==> src/rtl/regwr_pkg.sv <==
// Shared types and constants for the two-requester register-write arbiter.
package regwr_pkg;

    localparam int unsigned DATA_W_DEFAULT = 8;

    // Round-robin pointer encoding; also the last_grant encoding.
    localparam logic PTR_A = 1'b0;
    localparam logic PTR_B = 1'b1;

    typedef enum logic [1:0] {
        IDLE,
        GRANT,
        WRITE,
        SETTLE
    } state_t;

endpackage

==> src/rtl/rr_arbiter2.sv <==
// Two-way round-robin arbiter: combinational grant, pointer advances past the winner.
module rr_arbiter2
    import regwr_pkg::*;
(
    input  logic       clk,
    input  logic       reset_n,
    input  logic [1:0] req,
    input  logic       advance,
    output logic [1:0] grant,
    output logic       ptr
);

    always_comb begin
        grant = '0;
        case (req)
            2'b01:   grant = 2'b01;
            2'b10:   grant = 2'b10;
            2'b11:   grant = (ptr == PTR_A) ? 2'b01 : 2'b10;
            default: grant = '0;
        endcase
    end

    always_ff @(posedge clk or negedge reset_n) begin
        if (!reset_n) begin
            ptr <= PTR_A;
        end else if (advance && (|req)) begin
            ptr <= grant[0] ? PTR_B : PTR_A;
        end
    end

endmodule

==> src/rtl/regwr_arbiter.sv <==
// Arbitrates two write requesters onto a two-register file write port,
// one write per GRANT/WRITE/SETTLE sequence.
module regwr_arbiter
    import regwr_pkg::*;
#(
    parameter int unsigned DATA_W = DATA_W_DEFAULT
) (
    input  logic              clk,
    input  logic              reset_n,
    input  logic              a_req,
    input  logic              a_sel,
    input  logic [DATA_W-1:0] a_data,
    output logic              a_ack,
    input  logic              b_req,
    input  logic              b_sel,
    input  logic [DATA_W-1:0] b_data,
    output logic              b_ack,
    output logic              rf_write_enable,
    output logic [2:0]        rf_read_reg,
    output logic [DATA_W-1:0] rf_write_data,
    output logic              busy,
    output logic              last_grant,
    output logic [DATA_W-1:0] wr_count
);

    state_t            state;
    logic              sample;
    logic [1:0]        grant;
    logic              ptr;
    logic              hold_sel;
    logic [DATA_W-1:0] hold_data;

    // Requests are only looked at when the write port is free for a new grant.
    assign sample = (state == IDLE) || (state == SETTLE);

    rr_arbiter2 u_rr (
        .clk     (clk),
        .reset_n (reset_n),
        .req     ({b_req, a_req}),
        .advance (sample),
        .grant   (grant),
        .ptr     (ptr)
    );

    always_ff @(posedge clk or negedge reset_n) begin
        if (!reset_n) begin
            state           <= IDLE;
            a_ack           <= 1'b0;
            b_ack           <= 1'b0;
            rf_write_enable <= 1'b0;
            hold_sel        <= 1'b0;
            hold_data       <= '0;
            last_grant      <= PTR_A;
            wr_count        <= '0;
        end else begin
            a_ack           <= 1'b0;
            b_ack           <= 1'b0;
            rf_write_enable <= 1'b0;
            case (state)
                IDLE, SETTLE: begin
                    if (|grant) begin
                        state      <= GRANT;
                        a_ack      <= grant[0];
                        b_ack      <= grant[1];
                        hold_sel   <= grant[0] ? a_sel : b_sel;
                        hold_data  <= grant[0] ? a_data : b_data;
                        last_grant <= grant[1] ? PTR_B : PTR_A;
                    end else begin
                        state <= IDLE;
                    end
                end
                GRANT: begin
                    state           <= WRITE;
                    rf_write_enable <= 1'b1;
                    wr_count        <= wr_count + DATA_W'(1);
                end
                WRITE: begin
                    state <= SETTLE;
                end
                default: begin
                    state <= IDLE;
                end
            endcase
        end
    end

    assign busy          = (state != IDLE);
    assign rf_read_reg   = {hold_sel, 2'b00};
    assign rf_write_data = hold_data;

endmodule

==> config.mk <==
export PLATFORM = sky130hd
export DESIGN_NAME = regwr_arbiter
export DESIGN_NICKNAME = d
export VERILOG_FILES = /design/src/rtl/regwr_pkg.sv /design/src/rtl/rr_arbiter2.sv /design/src/rtl/regwr_arbiter.sv
export SDC_FILE = /design/constraint.sdc
export NUM_CORES = 1
export LEC_CHECK = 0
export CORE_ASPECT_RATIO = 0.8
export CORE_UTILIZATION = 46
export CTS_BUF_LIST = sky130_fd_sc_hd__clkbuf_8
export DETAILED_ROUTE_END_ITERATION = 10
export PLACE_DENSITY = 0.86
export SYNTH_ARGS = -nofsm -noshare
export SYNTH_HDL_FRONTEND = slang
export SYNTH_SLANG_ARGS = --single-unit
==> constraint.sdc <==
create_clock -name clk -period 3.05 [get_ports clk]
set_clock_uncertainty 0.05 [all_clocks]
set_input_delay 0.305 -clock clk [delete_from_list [all_inputs] [get_ports clk]]
set_output_delay 0.305 -clock clk [all_outputs]
set_load 0.02 [all_outputs]
==> impl_metrics.csv, run 1 <==
group,metric,value,unit
status,status,"finished clean",
placement,gp_congestion,0.734,
worst_setup_path,timing.rr.end,"rf_write_data[6]",
die,die_w,56.2,um
timing,fmax,0.535,GHz
hold_path,min_path_type,"register to register",
clock_network,cts_tree,"yes",
placement,io_buffer_count,43,
worst_setup_path,critPathCaptureType,"output pin",
synth,synthSimpleGateAreaFrac,17.0,%
clock_network,htree_levels,1,
placement,hpwl,1.96,mm
worst_setup_path,crit_start,"state[0]",
synth,synth_enable_flop_cells,0,
clock_network,cts_made_buffers,3,
synth,yosysUniqueCellTypes,25,
synth,yosys_register_bits,24,
synth,synth.top_cells.by_area,"dfrtp_1 (55%), o32ai_1 (7.3%), ha_1 (4.6%)",
synth,synth_ff_type,"dfrtp_1",
synth,syn_inst,97,
power,power_density,1100,nW/um^2
timing,min_period_over_period,61.2,%
timing,relSlewSlack,27.8,%
worst_setup_path,reg2reg_from,"state[0]",
grt,grt_antenna_before_repair,0,
timing,final-setup-viol-count,0,
clock_network,cts_root_buf,"clkbuf_8",
timing,grt_setup_unrepaired,"false",
synth,synthArstFlopShare,100,%
drt,via_per_inst,5.54,
clock_network,clk_latency,0.26,ns
synth,yosysMostFrequentCell,"dfrtp_1",
run,drv_cap,0,
grt,grt_pass1_vias,902,
clock_network,cts.path.max_buffers,2,
drt,post-route-drc-count,0,
synth,avgSynthCellArea,11.2,um^2
clock_network,postCtsSetupBuffers,0,
layout,drive_gt1_share,6.57,%
power,peakVddDrop,0.644,mV
worst_setup_path,timing.reg2reg.setup_slack,1.32,ns
drt,detail-route-antenna-nets,0,
worst_setup_path,crit_path_end,"busy",
synth,syn-cell-area,1080,um^2
grt,grt.total_usage,22.8,%
worst_setup_path,critPathArrivalTime,1.51,ns
worst_setup_path,rr_worst_depth,5,
power,power,1.70,mW
layout,nets,164,
synth,synth_top_area_cell,"dfrtp_1",
timing,tns,0,ns
synth,ys_warn_count,0,
die,core_area,2200,um^2
layout,final_cell_count_no_fill,162,
worst_setup_path,cp_max_fo,2,
timing,max_slew.worst_pin.slew,1.08,ns
drt,drtIter0Drc,19,
synth,synth_mux_area_share,1.04,%
timing,finalCriticalPeriod,1.87,ns
layout,antennaDiodeCount,0,
synth,synthTopCellsByCount,"dfrtp_1 (24), nor2_1 (12), nor3_1 (10)",
grt,overflow,0,
timing,hold_ws,0.432,ns
timing,final_max_slew_viol_count,0,
timing,hold_viol_final,0,
placement,place_inst,158,
synth,yosys.area.top_type_share,55.5,%
worst_setup_path,critPathRequiredTime,2.69,ns
die,io_pins,46,
clock_network,clk_pin_slew_worst_paths,0.08,ns
drt,firstDrtPassIters,4,
synth,synth-seq-area-share,55.5,%
grt,grt_max_degree,25,
die,floorplan.initialDensity,49.3,%
synth,synth-adder-area-share,4.62,%
layout,syn_to_final_growth,43.5,%
synth,synth_xor_area_share,5.66,%
drt,wl_per_cell,16.2,um
clock_network,cts.sinks,24,
grt,grt_pass1_wl,4.20,mm
die,die_h,45.4,um
synth,synth_compound_gate_area_share,9.83,%
die,rows,15,
drt,vias,898,
clock_network,holdBufCountCts,0,
power,p_leak,0.657,nW
die,die-area,2550,um^2
synth,synth_top_family_by_area,"simple AND/OR/NAND/NOR gates",
worst_setup_path,cp-start-kind,"register",
clock_network,cts-resized-gates,0,
worst_setup_path,crit_type,"register to output pin",
drt,drt_wl_total,2.63,mm
## power breakdown
part	total, mW	internal [mW]	switching [mW]
registers	0.577	0.468	0.109
logic	0.917	0.426	0.491
clock network	0.211	0.115	0.0959
total	1.70	1.01	0.695
## final cells by class
type / count / area, um^2
fillers: 168 / 643
repair buffers: 43 / 430
inverters: 4 / 15.0
clock buffers: 4 / 55.1
well taps: 25 / 31.3
multi-input cells: 62 / 420
flip-flops and latches: 24 / 601
## cell families after synthesis
group | after synthesis
simple gates | 35
flops | 24
buf+inv | 12
mux | 1
xor+xnor | 7
compound gates | 13
other cells | 1
fa+ha+maj | 4
## registers in the layout, summed over array words and instances, names as in the netlist
register         count
a_ack                1
wr_count             8
hold_sel             1
rf_write_data        8
rf_write_enable      1
state                2
b_ack                1
u_rr.ptr             1
last_grant           1
## layer usage
metal	GRT usage [%]	vias up	routed length, um
met4	10.2	0	62
met5	0	-	0
met2	39.8	32	1350
met1	27.5	450	1080
li1	-	410	-
met3	5.97	6	126
## through the flow
| stage | util, % | setup slack [ns] | area (um^2) |
|---|---|---|---|
| floorplan | - | 1.56 | 1090 |
| finish | 70.7 | 1.18 | 1550 |
| global placement | 68.2 | 1.20 | 1500 |
| global route | 70.7 | 1.12 | 1550 |
| CTS | 70.7 | 1.18 | 1550 |
| detailed placement | 68.2 | 1.12 | 1500 |
## how the worst min path moves through the flow
stage	from	endpoint	slack, ns	depth (start not counted)
after floorplan	reset_n	a_ack	-0.04	0
after global placement	wr_count[7]	wr_count[7]	0.41	1
after detailed placement	wr_count[7]	wr_count[7]	0.42	1
after CTS	wr_count[7]	wr_count[7]	0.43	1
after global routing	wr_count[7]	wr_count[7]	0.45	1
final	wr_count[7]	wr_count[7]	0.43	1
## critical path, cell delays in order, from the launching register on
cell             delay (ns)
dfrtp_1                0.36
inv_1                  0.07
ha_1                   0.19
inv_1                  0.04
clkdlybuf4s50_1        0.59
## placed cells by master, fill, tap and decap left out, types with 3 or more instances in the layout
| cell | n |
|---|---|
| clkdlybuf4s50_1 | 43 |
| dfrtp_1 | 24 |
| nor2_1 | 12 |
| nor3_1 | 10 |
| o32ai_1 | 9 |
| inv_1 | 4 |
| xnor2_1 | 4 |
| nand2_1 | 4 |
| ha_1 | 4 |
| clkbuf_8 | 4 |
| xor2_1 | 3 |
(Power assumes the default switching activity.)
==> run 2, diff against run 1 <==
- CORE_UTILIZATION: 46 -> 43
- PLACE_DENSITY: 0.86 -> 0.81
- clock period: 3.05 -> 1.9 ns (I/O delays scaled with it)
==> run 2 against run 1 <==
  * First-iteration DRC count shrank 42%
  * Sequential share of layout area shrank 0.82 points
  * Register-to-register slack lost 1.1 ns
  * Hold slack lost 0.21 ns
  * Clock power grew 55%
  * Critical path depth is the same
  * Cell count grew 7.4%
  * Combinational power grew 61%
  * Wire length shrank 8.4%
  * Die area grew 6.7%
  * Critical path type unchanged
  * Critical endpoint unchanged
  * Largest power group unchanged
==> impl_metrics.csv, run 2 (synthesized netlist as in run 1, its figures left out) <==
group,metric,value,unit
status,status,"finished clean",
worst_setup_path,cp.buffers_inverters,3,
placement,place_ws,0.268,ns
worst_setup_path,crit_type,"register to output pin",
layout,final_cell_count_no_fill,174,
die,die-area,2720,um^2
worst_setup_path,timing.reg2reg.setup_slack,0.25,ns
worst_setup_path,critPathArrivalTime,1.53,ns
placement,io_buffer_count,43,
drt,post-route-drc-count,0,
placement,gp_congestion,0.751,
worst_setup_path,cp_max_fo,2,
timing,final_max_slew_viol_count,0,
die,die_w,58.1,um
layout,antennaDiodeCount,0,
timing,layout_setup_ws,0.131,ns
layout,num-fill-cells,166,
drt,vias,852,
die,io_pins,46,
worst_setup_path,cp-start-kind,"register",
clock_network,cts.path.max_buffers,2,
drt,wl_per_cell,13.8,um
grt,grt_pass1_wl,3.92,mm
drt,drt_wl_total,2.40,mm
drt,drtIter0Drc,11,
power,p_leak,0.672,nW
worst_setup_path,cp_common_cell,"inv_1",
power,peakVddDrop,0.730,mV
drt,detail-route-antenna-nets,0,
timing,finalCriticalPeriod,1.77,ns
die,core_area,2270,um^2
timing,final-setup-viol-count,0,
timing,hold_viol_final,0,
clock_network,cts_tree,"yes",
timing,min_period_over_period,93.1,%
layout,mostFrequentLayoutCell,"clkdlybuf4s50_1",
layout,multi_input_area,420,um^2
power,power,2.74,mW
run,drv_cap,0,
die,rows,15,
clock_network,cts_root_buf,"clkbuf_8",
worst_setup_path,reg2reg_from,"state[0]",
worst_setup_path,critPathRequiredTime,1.66,ns
clock_network,holdBufCountCts,0,
layout,nets,167,
worst_setup_path,path_cells,"inv_1 -> ha_1 -> inv_1 -> clkdlybuf4s50_1",
hold_path,min_path_type,"input pin to asynchronous set/reset pin",
die,die_h,46.9,um
grt,overflow,0,
layout,drive_gt1_share,8.57,%
placement,hpwl,1.88,mm
layout,utilization,69.9,%
grt,grt.total_usage,19.8,%
clock_network,cts.sinks,24,
drt,firstDrtPassIters,4,
layout,seq_area,601,um^2
grt,grt_max_degree,25,
clock_network,postCtsSetupBuffers,0,
worst_setup_path,crit_family,"buffers and inverters",
timing,grt_setup_unrepaired,"false",
worst_setup_path,cp_slowest_stage_delay,0.59,ns
power,power_density,1720,nW/um^2
timing,fmax,0.565,GHz
grt,grt_antenna_before_repair,0,
worst_setup_path,critical-path-slowest-cell,"clkdlybuf4s50_1",
clock_network,clk_pin_slew_worst_paths,0.08,ns
timing,tns,0,ns
layout,syn_to_final_growth,46.6,%
clock_network,cts-resized-gates,0,
placement,place_inst,170,
worst_setup_path,rr_worst_depth,5,
clock_network,cts_made_buffers,3,
clock_network,htree_levels,1,
worst_setup_path,timing.rr.end,"rf_write_data[7]",
layout,final_cell_mix,"clkdlybuf4s50_1 (43), dfrtp_1 (24), nor2_1 (12)",
grt,grt_pass1_vias,839,
drt,via_per_inst,4.90,
die,floorplan.initialDensity,47.7,%
clock_network,clk_latency,0.26,ns
worst_setup_path,critPathCaptureType,"output pin",
==> run 2: worst max path at each step <==
stage,to,start,cells past startpoint
floorplan,hold_sel,state[0],6
global placement,rf_write_data[7],state[0],5
detailed placement,rf_write_data[7],state[0],5
CTS,busy,state[0],4
global route,busy,state[0],4
finish,busy,state[0],4
==> run 2: metrics by stage <==
step	area, um^2	hold slack [ns]
6_report	1590	0.225
5_1_grt	1590	0.263
4_1_cts	1590	0.232
3_5_place_dp	1530	0.414
3_3_place_gp	1530	0.405
2_1_floorplan	1090	-0.156
==> run 2: worst register-to-register path, stage by stage, from the launching register on <==
cell and delay (ns):
dfrtp_1 0.36, inv_1 0.07, ha_1 0.36, nand2b_1 0.35, nor3_1 0.27, nor2_1 0.07
==> run 2: routing by layer <==
layer	vias up	global-route usage (%)	part of all wire (%)
met5	-	0	0
met1	410	25.3	47
met3	4	4.13	3.1
met2	19	33.6	48
met4	0	8.57	1.7
li1	419	-	-
==> run 2: layout make-up <==
type,count,area share [%]
Multi-Input combinational cell,62,26.5
Inverter,4,0.946
Clock buffer,4,3.47
Tap cell,34,2.68
Sequential cell,24,37.9
Timing Repair Buffer,46,28.5
==> run 2: where the power goes <==
part / internal [mW] / switching (mW) / leakage, nW / total (mW)
clock: 0.184 / 0.144 / 0.0288 / 0.328
sequential: 0.752 / 0.174 / 0.287 / 0.926
combinational: 0.708 / 0.773 / 0.357 / 1.48
==> RTL change 1 (config.mk and constraints of run 1) <==
The package constant `DATA_W_DEFAULT` goes from 8 to 9.
--- a/src/rtl/regwr_pkg.sv
+++ b/src/rtl/regwr_pkg.sv
@@ -3,3 +3,3 @@
 
-    localparam int unsigned DATA_W_DEFAULT = 8;
+    localparam int unsigned DATA_W_DEFAULT = 9;
 
Ports: changed (resized a_data, b_data, rf_write_data and wr_count); port bits go from 46 to 50. The function was not compared with the original's and may differ.
==> RTL change 1 against run 1 <==
Via count increased by 17%. Fmax rose by 0.53%. Core utilization is 1.1 points higher. Sequential cell count rose by 2. First-iteration DRC count grew 130%. Setup slack improved by 0.0098 ns. Design area grew 18%. Sequential power is 10% higher. Total power grew 19%. Hold slack worse by 0.084 ns. Area after synthesis rose by 19%. Wire length grew 6.2%. Critical path type unchanged. Largest power group unchanged.
==> RTL change 1: results <==
[setup_path]
r2r_end = rf_write_data[7]$_DFFE_PN0P_
slowest_stage = clkdlybuf4s50_1
max_stage_delay_ns = 0.59
reg2reg_from = state[0]$_DFF_PN0_
path_max_fanout = 2
critical_path.top_delay_family = buffers and inverters
arrival_ns = 1.50
worst-r2r-setup-slack_ns = 1.28
worstRegToRegCells = 5

[cells_and_area]
n_fill_cell = 191
diodes = 0
drive_gt1_share_pct = 10.5
num-nets-final = 191

[route]
viasPerCell = 5.32
dr_wl_met3_um = 163
totalWireLength_um = 2790
firstDrtPassIters = 4
highest_layer = met4
first_iter_violations = 44
met2WireLength_um = 1480
wl_met1_um = 1140

[cts]
root_buffer = clkbuf_8
ctsHtreeMaxLevel = 1
cts_buffers = 3
cts_setup_buffers = 0
insertion_delay_ns = 0.27
path_clk_slew_ns = 0.09
cts.repair.resized = 0
clk_path_buf_depth = 2

[status]
status = completed

[power]
powerClk_w = 0.000283
peakVddDrop_v = 0.000588
intPower_w = 0.00121
pg_comb_w = 0.00110
leakagePower_nw = 0.747

[global_routing]
grt.met3_usage_pct = 6.10
track_usage_pct = 21.4
grt_max_degree = 27
grt_pass1_vias = 1082
antenna_found_initial = 0
gr-usage-met1_pct = 26.2
grt_pass1_wl_um = 4730
use_met2_pct = 36.4

[synth]
synth_cell_types = 26
ys_seq_area_share_pct = 50.7
synth_warnings = 0
ys.flop_type = dfrtp_1
synth_common_cells = dfrtp_1 (26), o22ai_1 (20), nor3_1 (10), a211oi_2 (9), inv_1 (7)
netlist_top_cells_area = dfrtp_1 (51%), o22ai_1 (9.7%), a211oi_2 (8.8%)
async_flop_share_pct = 100

[sta]
hold_ws_ns = 0.348

[placed_design]
place_area_mm2 = 0.00175
dpl.hpwl_um = 2000
portBuffers = 47
gp_congestion = 0.795

[min_path]
worstHoldPathType = in -> async
-- RTL change 1: how the worst max path moves through the flow --
| stage | slack (ns) | startpoint | cells past startpoint | to |
|---|---|---|---|---|
| after floorplan | 1.55 | state[0]$_DFF_PN0_ | 6 | rf_write_data[0]$_DFFE_PN0P_ |
| after global placement | 1.05 | b_req | 4 | rf_write_data[2]$_DFFE_PN0P_ |
| after detailed placement | 0.97 | b_req | 4 | rf_write_data[7]$_DFFE_PN0P_ |
| after CTS | 1.18 | state[0]$_DFF_PN0_ | 4 | busy |
| after global routing | 1.09 | state[0]$_DFF_PN0_ | 4 | busy |
| final | 1.19 | state[0]$_DFF_PN0_ | 4 | busy |
-- RTL change 1: kinds of logic (layout without fill, tap and decap cells) --
logic type      after synthesis  after routing  synth area share [%]
flops                        26             26                  50.7
mux                           1              1                 0.877
buf+inv                      15             59                  6.43
xor+xnor                      8              8                  5.46
simple gates                 28             28                  11.5
fa+ha+maj                     4              4                  3.90
compound gates               34             34                  20.9
other cells                   1              2                 0.292
-- RTL change 1: per-stage QoR --
stage	power, W	std cells	setup WS, ns
2_1_floorplan	0.00135	118	1.55
3_3_place_gp	0.00170	194	1.05
3_5_place_dp	0.00174	194	0.967
4_1_cts	0.00203	198	1.18
5_1_grt	0.00215	198	1.09
6_report	0.00202	198	1.19
-- RTL change 1: area by class of cell --
| class | count | area, um2 | area share (%) |
|---|---|---|---|
| Sequential cell | 26 | 651 | 35.6 |
| Multi-Input combinational cell | 77 | 554 | 30.4 |
| Timing Repair Buffer | 48 | 478 | 26.2 |
| Tap cell | 36 | 45.0 | 2.47 |
| Clock buffer | 3 | 41.3 | 2.26 |
| Clock inverter | 1 | 30.0 | 1.64 |
| Inverter | 7 | 26.3 | 1.44 |
==> RTL change 2 (config.mk and constraints of run 1) <==
Without the edit above. Re-encode `state_t` (4 states) as one-hot, 4 bits wide.
--- a/src/rtl/regwr_pkg.sv
+++ b/src/rtl/regwr_pkg.sv
@@ -9,7 +9,7 @@
 
-    typedef enum logic [1:0] {
-        IDLE,
-        GRANT,
-        WRITE,
-        SETTLE
+    typedef enum logic [3:0] {
+        IDLE   = 4'b0001,
+        GRANT  = 4'b0010,
+        WRITE  = 4'b0100,
+        SETTLE = 4'b1000
     } state_t;
Function: same outputs for any inputs over 10 cycles, from zero or initial values and one cycle with reset_n low; not proved beyond that.
==> RTL change 2 against run 1 <==
The flow now finishes with violations (design-rule violations). Count of clock-buffer cells in the layout decreased by 1. Register-to-register slack improved by 0.10 ns. Total power decreased by 7.6%. Sequential share of layout area increased by 1.6 points. Sequential cell count increased by 2. Wire length decreased by 1.9%. Die area increased by 5.8%. Highest routed layer is now met3. Design area increased by 4.2%. Area after synthesis increased by 6.0%. Largest cell class unchanged. Setup slack got worse by 0.094 ns.
==> RTL change 2: results <==
[power]
p_seq_share_pct = 38.6
powerClk_w = 0.000193
leakagePower_nw = 0.653
p_sw_share_pct = 38.4
power_density_mw_per_mm2 = 973
peakVddDrop_v = 0.000606
power_w = 0.00157

[synth]
synth_common_cells = dfrtp_1 (25), a2bb2oi_1 (9), o32ai_1 (9), xnor2_1 (7), buf_4 (4)
synth.mux.area_fraction_pct = 0.981
ys_seq_area_share_pct = 56.8
synth_compound_area_share_pct = 17.4
synth_cells = 89
ys_seq_elements = 26
synth_xor_area_share_pct = 6.87
synth_cell_types = 33
synth_fa_ha_area_share_pct = 1.09
netlist_top_cells_area = dfrtp_1 (55%), a2bb2oi_1 (6.9%), o32ai_1 (6.9%)

[global_routing]
grt.met3_usage_pct = 6.46
use_met2_pct = 33.6
track_usage_pct = 19.3
grt_pass1_wl_um = 3840
gr-usage-met1_pct = 24.2
grt_pass1_vias = 842
grt_max_degree = 27

[route]
drc = 4
wl_met1_um = 1140
totalWireLength_um = 2580
dr_wl_met3_um = 199
first_iter_violations = 28
firstDrtPassIters = 7
met2WireLength_um = 1240
highest_layer = met3

[cells_and_area]
drive_gt1_share_pct = 7.69
n_fill_cell = 175
multi_input_area_share_pct = 27.7
area_share_nonclk_buffers_pct = 27.1
n_all_buffers = 44
inverters = 1
nMultiInputCombCells = 55
clock_area_share_pct = 2.78

[setup_path]
worstRegToRegCells = 3
arrival_ns = 1.61
reg2reg_from = state[0]$_DFF_PN1_
worst-r2r-setup-slack_ns = 1.42
path_max_fanout = 6
max_stage_delay_ns = 0.55

[placed_design]
gp_congestion = 0.783
dpl.hpwl_um = 1870
place_area_mm2 = 0.00157
placed_cells = 151

[sta]
worst_pin_slew_ns = 0.645
hold_ws_ns = 0.346

[floorplan]
nWellTaps = 25

[cts]
root_buffer = clkbuf_8

[status]
violations = design-rule violations
status = finished with violations

[min_path]
worstHoldPathType = in -> async
-- RTL change 2: changes by cell type after synthesis, sizes merged, moves of 3 or more --
| cell | change |
|---|---|
| a2bb2oi | +9 |
| ha | -3 |
| nor4b | +3 |
| nor3 | -9 |
| inv | -4 |
| xnor2 | +3 |
| nor2 | -11 |
-- RTL change 2: how the worst max path moves through the flow --
| stage | depth (start not counted) | from | end | slack [ns] |
|---|---|---|---|---|
| after global routing | 3 | state[2]$_DFF_PN0_ | busy | 1.00 |
| after global placement | 4 | b_req | rf_write_data[2]$_DFFE_PN0P_ | 1.30 |
| final | 3 | state[2]$_DFF_PN0_ | busy | 1.09 |
| after detailed placement | 4 | b_req | rf_write_data[4]$_DFFE_PN0P_ | 1.20 |
| after CTS | 3 | state[2]$_DFF_PN0_ | busy | 1.09 |
| after floorplan | 3 | state[0]$_DFF_PN1_ | wr_count[1]$_DFFE_PN0N_ | 1.55 |
